==> src/rtl/mips32_dbg_pkg.sv <==
// Shared types for the MIPS32 memory read-back engine.
// With MIPS32_MEM_DUMP_CSUM_EN defined the state set gains ST_CSUM, the
// state that emits the trailing checksum beat.
package mips32_dbg_pkg;

    localparam int DBG_ADDR_W = 10;
    localparam int DBG_DATA_W = 32;

    typedef enum logic [1:0] {
        ST_IDLE = 2'd0,
        ST_RUN  = 2'd1,
`ifdef MIPS32_MEM_DUMP_CSUM_EN
        ST_CSUM = 2'd2,
`endif
        ST_FIN  = 2'd3
    } dump_state_t;

    // One output beat: word, its word address, and the end-of-transfer flag.
    typedef struct packed {
        logic [DBG_DATA_W-1:0] data;
        logic [DBG_ADDR_W-1:0] addr;
        logic                  last;
    } beat_t;

endpackage

==> src/rtl/mips32_skid_fifo.sv <==
// Two-entry synchronous FIFO of output beats. Push and pop may happen in the
// same cycle; the caller never pushes when full or pops when empty.
module mips32_skid_fifo
    import mips32_dbg_pkg::*;
#(
    parameter type T = beat_t
) (
    input  logic       clk,
    input  logic       rst_n,
    input  logic       push,
    input  T           push_data,
    input  logic       pop,
    output T           head,
    output logic [1:0] count
);

    T     entries [0:1];
    logic wr_ptr;
    logic rd_ptr;

    // Storage, pointers and occupancy; reset empties and clears everything.
    always_ff @(posedge clk or negedge rst_n) begin
        if (!rst_n) begin
            entries[0] <= '0;
            entries[1] <= '0;
            wr_ptr     <= 1'b0;
            rd_ptr     <= 1'b0;
            count      <= 2'd0;
        end else begin
            if (push) begin
                entries[wr_ptr] <= push_data;
                wr_ptr          <= ~wr_ptr;
            end
            if (pop) begin
                rd_ptr <= ~rd_ptr;
            end
            count <= count + {1'b0, push} - {1'b0, pop};
        end
    end

    assign head = entries[rd_ptr];

endmodule

==> src/rtl/mips32_mem_dump.sv <==
// Read-back engine for the MIPS32 word memory: reads a block of words through
// a one-cycle-latency read port and streams them out tagged with addresses.
// Output handshake: a beat transfers in any cycle where out_valid and
// out_ready are both 1; once out_valid is raised, out_data/out_addr/out_last
// hold until that transfer.
// Optional: MIPS32_MEM_DUMP_CSUM_EN appends a checksum beat to each transfer.
module mips32_mem_dump
    import mips32_dbg_pkg::*;
#(
    parameter int ADDR_W = DBG_ADDR_W,
    parameter int DATA_W = DBG_DATA_W
) (
    input  logic              clk1,
    input  logic              rst_n,
    input  logic              start,
    input  logic [ADDR_W-1:0] base_addr,
    input  logic [ADDR_W:0]   count,
    output logic              busy,
    output logic              done,
    output logic              mem_rd_en,
    output logic [ADDR_W-1:0] mem_addr,
    input  logic [DATA_W-1:0] mem_rdata,
    output logic              out_valid,
    input  logic              out_ready,
    output logic [DATA_W-1:0] out_data,
    output logic [ADDR_W-1:0] out_addr,
    output logic              out_last
);

    typedef struct packed {
        logic [DATA_W-1:0] data;
        logic [ADDR_W-1:0] addr;
        logic              last;
    } beat_w_t;

    dump_state_t       state, state_nxt;
    logic [ADDR_W-1:0] rd_ptr;
    logic [ADDR_W:0]   remaining;
    logic              inflight;
    logic [ADDR_W-1:0] inflight_addr;
    logic              inflight_last;
    logic              issue;
    logic              pop;
    logic [2:0]        occ;
    logic [1:0]        fifo_count;
    beat_w_t           head;
    beat_w_t           push_beat;
    logic              accept;

`ifdef MIPS32_MEM_DUMP_CSUM_EN
    logic [DATA_W-1:0] csum;
    logic [ADDR_W-1:0] end_addr;
`endif

    assign accept    = (state == ST_IDLE) && start;
    assign push_beat = '{data: mem_rdata, addr: inflight_addr, last: inflight_last};
    assign busy      = (state != ST_IDLE);
    assign mem_rd_en = issue;
    assign mem_addr  = rd_ptr;

    mips32_skid_fifo #(.T(beat_w_t)) u_fifo (
        .clk       (clk1),
        .rst_n     (rst_n),
        .push      (inflight),
        .push_data (push_beat),
        .pop       (pop),
        .head      (head),
        .count     (fifo_count)
    );

    // State register.
    always_ff @(posedge clk1 or negedge rst_n) begin
        if (!rst_n) state <= ST_IDLE;
        else        state <= state_nxt;
    end

    // Next state, output beat mux and read-issue decision.
    always_comb begin
        state_nxt = state;
        done      = 1'b0;
        out_valid = 1'b0;
        out_data  = '0;
        out_addr  = '0;
        out_last  = 1'b0;
        pop       = 1'b0;
        case (state)
            ST_IDLE: begin
                if (start) begin
                    if (count == '0) begin
`ifdef MIPS32_MEM_DUMP_CSUM_EN
                        state_nxt = ST_CSUM;
`else
                        state_nxt = ST_FIN;
`endif
                    end else begin
                        state_nxt = ST_RUN;
                    end
                end
            end
            ST_RUN: begin
                out_valid = (fifo_count != 2'd0);
                if (out_valid) begin
                    out_data = head.data;
                    out_addr = head.addr;
`ifdef MIPS32_MEM_DUMP_CSUM_EN
                    out_last = 1'b0;
`else
                    out_last = head.last;
`endif
                end
                pop = out_valid && out_ready;
                if (pop && head.last) begin
`ifdef MIPS32_MEM_DUMP_CSUM_EN
                    state_nxt = ST_CSUM;
`else
                    state_nxt = ST_FIN;
`endif
                end
            end
`ifdef MIPS32_MEM_DUMP_CSUM_EN
            ST_CSUM: begin
                out_valid = 1'b1;
                out_data  = csum;
                out_addr  = end_addr;
                out_last  = 1'b1;
                if (out_ready) state_nxt = ST_FIN;
            end
`endif
            ST_FIN: begin
                done      = 1'b1;
                state_nxt = ST_IDLE;
            end
            default: state_nxt = ST_IDLE;
        endcase
        // Words buffered plus in flight after this cycle must stay within two.
        occ   = {1'b0, fifo_count} + {2'b00, inflight} - {2'b00, pop};
        issue = (state == ST_RUN) && (remaining != '0) && (occ < 3'd2);
    end

    // Read pointer, issue countdown and the one-deep in-flight tag register.
    always_ff @(posedge clk1 or negedge rst_n) begin
        if (!rst_n) begin
            rd_ptr        <= '0;
            remaining     <= '0;
            inflight      <= 1'b0;
            inflight_addr <= '0;
            inflight_last <= 1'b0;
        end else begin
            if (accept) begin
                rd_ptr    <= base_addr;
                remaining <= count;
            end else if (issue) begin
                rd_ptr    <= rd_ptr + 1'b1;
                remaining <= remaining - 1'b1;
            end
            inflight      <= issue;
            inflight_addr <= rd_ptr;
            inflight_last <= (remaining == {{ADDR_W{1'b0}}, 1'b1});
        end
    end

`ifdef MIPS32_MEM_DUMP_CSUM_EN
    // Running checksum of accepted data words and the checksum beat address.
    always_ff @(posedge clk1 or negedge rst_n) begin
        if (!rst_n) begin
            csum     <= '0;
            end_addr <= '0;
        end else if (accept) begin
            csum     <= '0;
            end_addr <= base_addr + count[ADDR_W-1:0];
        end else if ((state == ST_RUN) && pop) begin
            csum <= csum + head.data;
        end
    end
`endif

endmodule

==> config.mk <==
export PLATFORM = sky130hd
export DESIGN_NAME = mips32_mem_dump
export DESIGN_NICKNAME = d
export VERILOG_FILES = /design/src/rtl/mips32_dbg_pkg.sv /design/src/rtl/mips32_skid_fifo.sv /design/src/rtl/mips32_mem_dump.sv
export SDC_FILE = /design/constraint.sdc
export NUM_CORES = 1
export LEC_CHECK = 0
export ABC_AREA = 1
export CAP_MARGIN = 20
export CORE_ASPECT_RATIO = 2
export CORE_MARGIN = 2
export CORE_UTILIZATION = 60
export DETAILED_ROUTE_END_ITERATION = 10
export DONT_BUFFER_PORTS = 1
export PLACE_DENSITY = 0.76
export SLEW_MARGIN = 20
export SYNTH_ARGS = -nofsm -noshare
export SYNTH_HDL_FRONTEND = slang
export SYNTH_SLANG_ARGS = --single-unit
==> constraint.sdc <==
create_clock -name clk1 -period 6.6 [get_ports clk1]
set_input_delay 0.66 -clock clk1 [delete_from_list [all_inputs] [get_ports clk1]]
set_output_delay 0.66 -clock clk1 [all_outputs]
set_load 0.005 [all_outputs]
==> run metrics, run 1 <==
area added between synthesis and finish=11.5%; clock period minus final worst setup slack=3.45 ns; count of buffering cells on the critical path with inverters included=2; Critical Path RT=5.94 ns; number of distinct library cells after synthesis=35; power share of the sequential group=35.9%; Arrival @ worst endpoint=2.79 ns; GRT Resource Usage Total=25.9%; level count of the clock H-tree=4; Max stage delay cell, worst path=fa_1; number of inserted diodes=0; leakage dissipation=3.27 nW; share of the clock period used by the worst path after layout=52.2%; share of power burned in combinational logic=37.6%; overflow left after global routing=0; Post CTS Setup Buffer Count=0; highest ir drop seen on vdd=0.484 mV; count of flip-flops with a built-in enable after synthesis=0; clock transition at the register clock pins on the worst setup and hold paths after CTS=0.06 ns; clock tree from TritonCTS=yes; count of clock tree sinks=125; vias in the first global route=4,828; maximum number of pins on one net before global-route repair=126; layer with the highest usage=met2; fmax=0.290 GHz; gate count after technology mapping=752; transition time of the tightest slew-check pin=0.743 ns; Ports=114; post-synthesis sequential area ratio=52.2%; share of post-route cells with drive strength above 1=7.97%; RSZ-0062 raised after global routing=false; area share of the leading cell type in the synthesized netlist=52.2%; summed instance area of the synthesized netlist=5990 sq um; Int Power=2.24 mW; top area cells in the synthesized netlist=dfrtp_1 (52%), nand2_1 (18%), o21ai_0 (7.9%), inv_1 (4.2%), a21oi_1 (3.8%); number of clock buffers inserted by TritonCTS=17; std cell rows=51; initial detailed-routing violation count=445; placeable core region=9700 sq um; number of input and output port buffers inserted=0; critical path's largest stage delay=0.45 ns; first drt pass iteration count=5; total of flip-flops plus latches after synthesis=125; clock latency on the worst-skew pair=0.40 ns; initial cell density of the core=61.7%; worst-case clock buffer depth=2; run status=finished clean; Worst Clk Skew=0.00874 ns; wire length after detailed routing=13,400 um; die extent in x=74.6 um; switching portion of total power=40.3%; DP HPWL=8660 um; met1 track utilization from global routing=29.5%; critical path peak fanout=11; net count of the mapped netlist=816; Die ar.=10,800 sq um; net count of the finished layout=805; Critical Path Most Common Cell=nand2_1; fraction of registers with async set or reset after synthesis=100%; met3 GRT Util=5.56%; remaining antenna violation count after routing=0; number of endpoints with negative hold slack in the final report=0; Die Ht=145 um; wire length of the first global-routing pass=22,000 um; remaining max-slew budget at the tightest pin=50.4%; number of setup violations in the final report=0; number of vias after detailed routing=4,843; Critical Setup Path Class=reg -> out; nature of the critical path endpoint=primary output; last weighted congestion value of the routability-driven placer=0.860; Final Core Density=68.8%; setup TNS=0 ns; P per Cell Area=561 nW/um^2; flip-flop cell with the highest count after synthesis=dfrtp_1; met2 GRT Util=44.5%; number of antenna violations at the first check in global routing=0; reg-to-reg critical path startpoint=u_fifo.count[1]; top cell type by total area after synthesis=dfrtp_1; start point of the critical path=u_fifo.count[1]; cell-by-cell listing of the critical path=inv_1 > nand2_1 > nand2_1 > nor2_1 > ha_1 > inv_1 > ha_1 > fa_1 > nor2_1 > nand2_1 > nor2_4; startpoint kind of the worst setup timing path=flop; Warnings, synthesis=0; family with the most delay on the worst path=simple AND/OR/NAND/NOR gates; total net switching power=1.51 mW; Clock power frac=26.6%; number of remaining DRC errors=0; CTS Root Cell=clkbuf_16; number of max-slew violations in the final report=0; Maximum Capacitance Violations=0; post-synthesis area per instance=7.96 sq um; routed via count divided by cell count=5.47; detailed-route wire length per cell=15.2 um; class of the most critical hold timing path=in -> async
[synthesized netlist by cell type, drive strengths merged (2+ instances only)]
master / count
o21bai: 3
xnor2: 2
nor2: 29
dfrtp: 125
a31oi: 2
or2: 2
a21oi: 45
o21ai: 99
nand2: 285
inv: 72
xor2: 4
buf: 16
ha: 6
nand3: 32
nand3b: 2
clkbuf: 21
[path summary, 6_finish.rpt]
path                                 endpoint  slack, ns  cells past startpoint
setup / recovery                    mem_rd_en       3.15                     11
hold / removal             u_fifo.entries[68]       0.19                      1
setup reg to reg                 remaining[3]       3.88                     14
hold reg to reg              inflight_addr[9]       0.48                      0
max in group asynchronous  u_fifo.entries[36]       5.91                      1
min in group clk1                remaining[7]       0.39                      2
[power by group through the flow]
stage          sequential, mW  clock [mW]  combinational [mW]
3_5_place_dp             1.35           0                1.39
3_3_place_gp             1.33           0                1.33
6_report                 1.34       0.996                1.41
5_1_grt                  1.38        1.05                1.61
2_1_floorplan            1.29           0                1.13
4_1_cts                  1.34        1.01                1.42
[cell type report]
| cell class | count | area [sq um] |
|---|---|---|
| Clock buffer | 20 | 447 |
| Clock inverter | 11 | 191 |
| Fill cell | 813 | 3020 |
| Inverter | 73 | 274 |
| Multi-Input combinational cell | 517 | 2400 |
| Sequential cell | 125 | 3130 |
| Tap cell | 132 | 165 |
| Timing Repair Buffer | 7 | 72.6 |
[layer usage]
layer,vias up,share of wire [%]
met3,31,5.0
met4,0,3.2
met1,2308,39
met5,-,0
met2,163,53
li1,2341,-
[layout by cell type, fill, tap and decap left out, types with 2 or more instances in the layout]
| cell type | Yosys | final |
|---|---|---|
| nand2_4 | 2 | 2 |
| xnor2_1 | 2 | 2 |
| inv_1 | 67 | 67 |
| or2_2 | 1 | 2 |
| nor2_4 | 5 | 5 |
| a21oi_1 | 45 | 45 |
| xor2_1 | 4 | 4 |
| nor2_2 | 3 | 3 |
| nand3_1 | 31 | 31 |
| ha_1 | 6 | 6 |
| clkbuf_1 | 21 | 2 |
| clkbuf_16 | 0 | 17 |
| clkinv_2 | 0 | 2 |
| bufinv_16 | 0 | 5 |
| o21ai_1 | 4 | 4 |
| inv_2 | 5 | 5 |
| a31oi_1 | 2 | 2 |
| o21ai_0 | 94 | 94 |
| nand2_2 | 3 | 4 |
| nand3b_1 | 2 | 2 |
| buf_4 | 3 | 6 |
| clkinvlp_4 | 0 | 3 |
| o21bai_1 | 3 | 3 |
| nand2_1 | 280 | 279 |
| dfrtp_1 | 125 | 125 |
| nor2_1 | 20 | 20 |
[sequential cells by signal, summed over array words and instances (netlist names)]
name            count
u_fifo.entries     86
remaining          11
inflight_addr      10
mem_addr           10
state               2
u_fifo.count        2
inflight            1
inflight_last       1
u_fifo.rd_ptr       1
u_fifo.wr_ptr       1
[stage by stage]
step                std cells  total power [mW]  hold slack, ns  area [sq um]  setup WS (ns)
global route              885              4.05           0.254          6680           2.97
global placement          853              2.66           0.367          6010           3.64
detailed placement        853              2.73           0.367          6010           3.53
finish                    885              3.75           0.194          6680           3.15
CTS                       885              3.77           0.245          6680           3.18
floorplan                 752              2.41           0.364          5990           3.76
[kinds of logic (layout without fill, tap and decap cells)]
| family | count (synthesis) | after routing | share of synthesized area [%] |
|---|---|---|---|
| and+or+nand+nor | 354 | 354 | 24.7 |
| xor gates and xnor gates | 6 | 6 | 0.878 |
| DFF | 125 | 125 | 52.2 |
| buffers and inverters | 110 | 111 | 7.77 |
| AOI/OAI and AO/OA | 150 | 150 | 12.8 |
| adders and majority gates | 7 | 7 | 1.59 |
[what timing repair did]
| item | CTS | global route |
|---|---|---|
| hold buffers | 1 | 0 |
| gates resized for setup | 0 | 0 |
| hold endpoints to repair | 125 | 0 |
Note: power is estimated with default switching activity, not from simulation.
==> run 2, diff against run 1 <==
clock period = 3.55 ns   (was 6.6 ns; I/O delays follow)
==> run metrics, run 2 (synthesized netlist as in run 1, its figures left out) <==
Critical Path RT=3.19 ns; number of clock buffers inserted by TritonCTS=17; layer with the highest usage=met2; number of remaining DRC errors=0; vias in the first global route=4,662; remaining antenna violation count after routing=0; last weighted congestion value of the routability-driven placer=0.870; clock period minus final worst setup slack=3.17 ns; class of the most critical hold timing path=in -> reg; reg-to-reg setup timing slack=0.82 ns; end point of the critical path=mem_rd_en; reg-to-reg critical path startpoint=u_fifo.count[1]; critical path's largest stage delay=0.47 ns; worst-case clock buffer depth=2; start point of the critical path=u_fifo.count[1]; max reg flops=86; area added between synthesis and finish=11.3%; GRT Resource Usage Total=26.3%; initial cell density of the core=61.7%; number of antenna violations at the first check in global routing=0; Critical Path Most Common Cell=nand2_1; setup TNS=0 ns; post-cts resize count=0; routed via count divided by cell count=5.41; Register-to-Register Path Depth=14; register containing the most flip-flops in the final layout=u_fifo.entries; number of inserted diodes=0; number of vias after detailed routing=4,796; RSZ-0062 raised after global routing=false; clock tree from TritonCTS=yes; met2 GRT Util=45.4%; level count of the clock H-tree=4; leading registers by flop count=u_fifo.entries (86), remaining (11); path length in cells of the critical path=11; overflow left after global routing=0; commonest cells after routing, fill and taps aside=nand2_1 (279), dfrtp_1 (125), o21ai_0 (94), inv_1 (67), a21oi_1 (45); fmax=0.316 GHz; wire length of the first global-routing pass=22,000 um; share of post-route cells with drive strength above 1=8.34%; Maximum Capacitance Violations=0; met1 track utilization from global routing=29.5%; first drt pass iteration count=5; P per Cell Area=1030 nW/um^2; share of the clock period used by the worst path after layout=89.3%; Arrival @ worst endpoint=2.81 ns; CTS Root Cell=clkbuf_16; number of endpoints with negative hold slack in the final report=0; Die ar.=10,800 sq um; count of clock tree sinks=125; Max stage delay cell, worst path=fa_1; number of setup violations in the final report=0; highest ir drop seen on vdd=0.635 mV; Die Ht=145 um; number of input and output port buffers inserted=0; Critical Setup Path Class=reg -> out; clock transition at the register clock pins on the worst setup and hold paths after CTS=0.05 ns; maximum number of pins on one net before global-route repair=126; placeable core region=9700 sq um; critical path peak fanout=11; leakage dissipation=3.27 nW; cell-by-cell listing of the critical path=inv_1 > nand2_1 > nand2_1 > nor2_1 > ha_1 > inv_1 > ha_1 > fa_1 > nor2_1 > nand2_1 > nor2_4; transition time of the tightest slew-check pin=1.02 ns; family with the most delay on the worst path=simple AND/OR/NAND/NOR gates; Worst Hold Margin=0.0783 ns; met3 GRT Util=8.33%; initial detailed-routing violation count=394; die extent in x=74.6 um; most common cell after layout, fill and taps aside=nand2_1; std cell rows=51; run status=finished clean; Final Core Density=68.7%; nature of the critical path endpoint=primary output; detailed-route wire length per cell=15.4 um; clock latency on the worst-skew pair=0.41 ns; Worst Clk Skew=0.00723 ns; wire length after detailed routing=13,600 um; net count of the finished layout=806; FF-to-FF End=mem_addr[2]; remaining max-slew budget at the tightest pin=31.8%; number of max-slew violations in the final report=0; count of buffering cells on the critical path with inverters included=2; Ports=114; DP HPWL=8940 um; number of fill cells=805; startpoint kind of the worst setup timing path=flop
run 2: layout make-up:
type | instances | area [sq um] | area share, %
Timing Repair Buffer | 8 | 82.6 | 1.24
Clock buffer | 19 | 453 | 6.80
Multi-Input combinational cell | 517 | 2400 | 36.0
Tap cell | 132 | 165 | 2.48
Clock inverter | 13 | 164 | 2.46
Sequential cell | 125 | 3130 | 46.9
Inverter | 73 | 274 | 4.11
run 2: worst min-delay path by stage:
| stage | endpoint | slack [ns] | cells after the start | from |
|---|---|---|---|---|
| after floorplan | inflight | 0.06 | 0 | rst_n |
| after global placement | u_fifo.entries[25] | 0.06 | 0 | rst_n |
| after detailed placement | u_fifo.entries[25] | 0.06 | 0 | rst_n |
| after CTS | remaining[5] | 0.07 | 2 | count[5] |
| after global routing | remaining[9] | 0.07 | 2 | count[9] |
| final | remaining[9] | 0.08 | 2 | count[9] |
run 2: worst register-to-register path, cell delays in order, from the launching register on:
cell and delay (ns):
dfrtp_1 0.41, inv_1 0.10, nand2_1 0.09, nand2_1 0.07, nor2_1 0.21, ha_1 0.28
inv_1 0.06, ha_1 0.16, fa_1 0.47, nor2_1 0.12, nand2_1 0.09, nor2_4 0.37
nor2_8 0.09, nand2_1 0.08, nand2_1 0.05
run 2: power breakdown:
part | switching, mW | internal (mW)
sequential | 0.438 | 2.06
combinational | 1.78 | 0.837
clock | 0.634 | 1.14
run 2: timing repair:
item                                   in CTS  in global routing
hold buffers                                2                  0
endpoints found under the hold margin     125                  0
setup buffers                               0                  0
run 2: metrics by stage:
stage          setup WS, ns  cell area [sq um]  std cells  power [mW]
2_1_floorplan          1.12               5990        752        4.48
3_3_place_gp          0.977               6010        853        4.94
3_5_place_dp          0.822               6010        853        5.10
4_1_cts               0.366               6660        887        6.94
5_1_grt               0.155               6660        887        7.45
6_report              0.381               6660        887        6.89
run 2: per-layer routing:
layer	routed length [um]	part of all wire (%)
met4	298	2.2
met5	0	0
met3	696	5.1
met1	5330	39
met2	7310	54
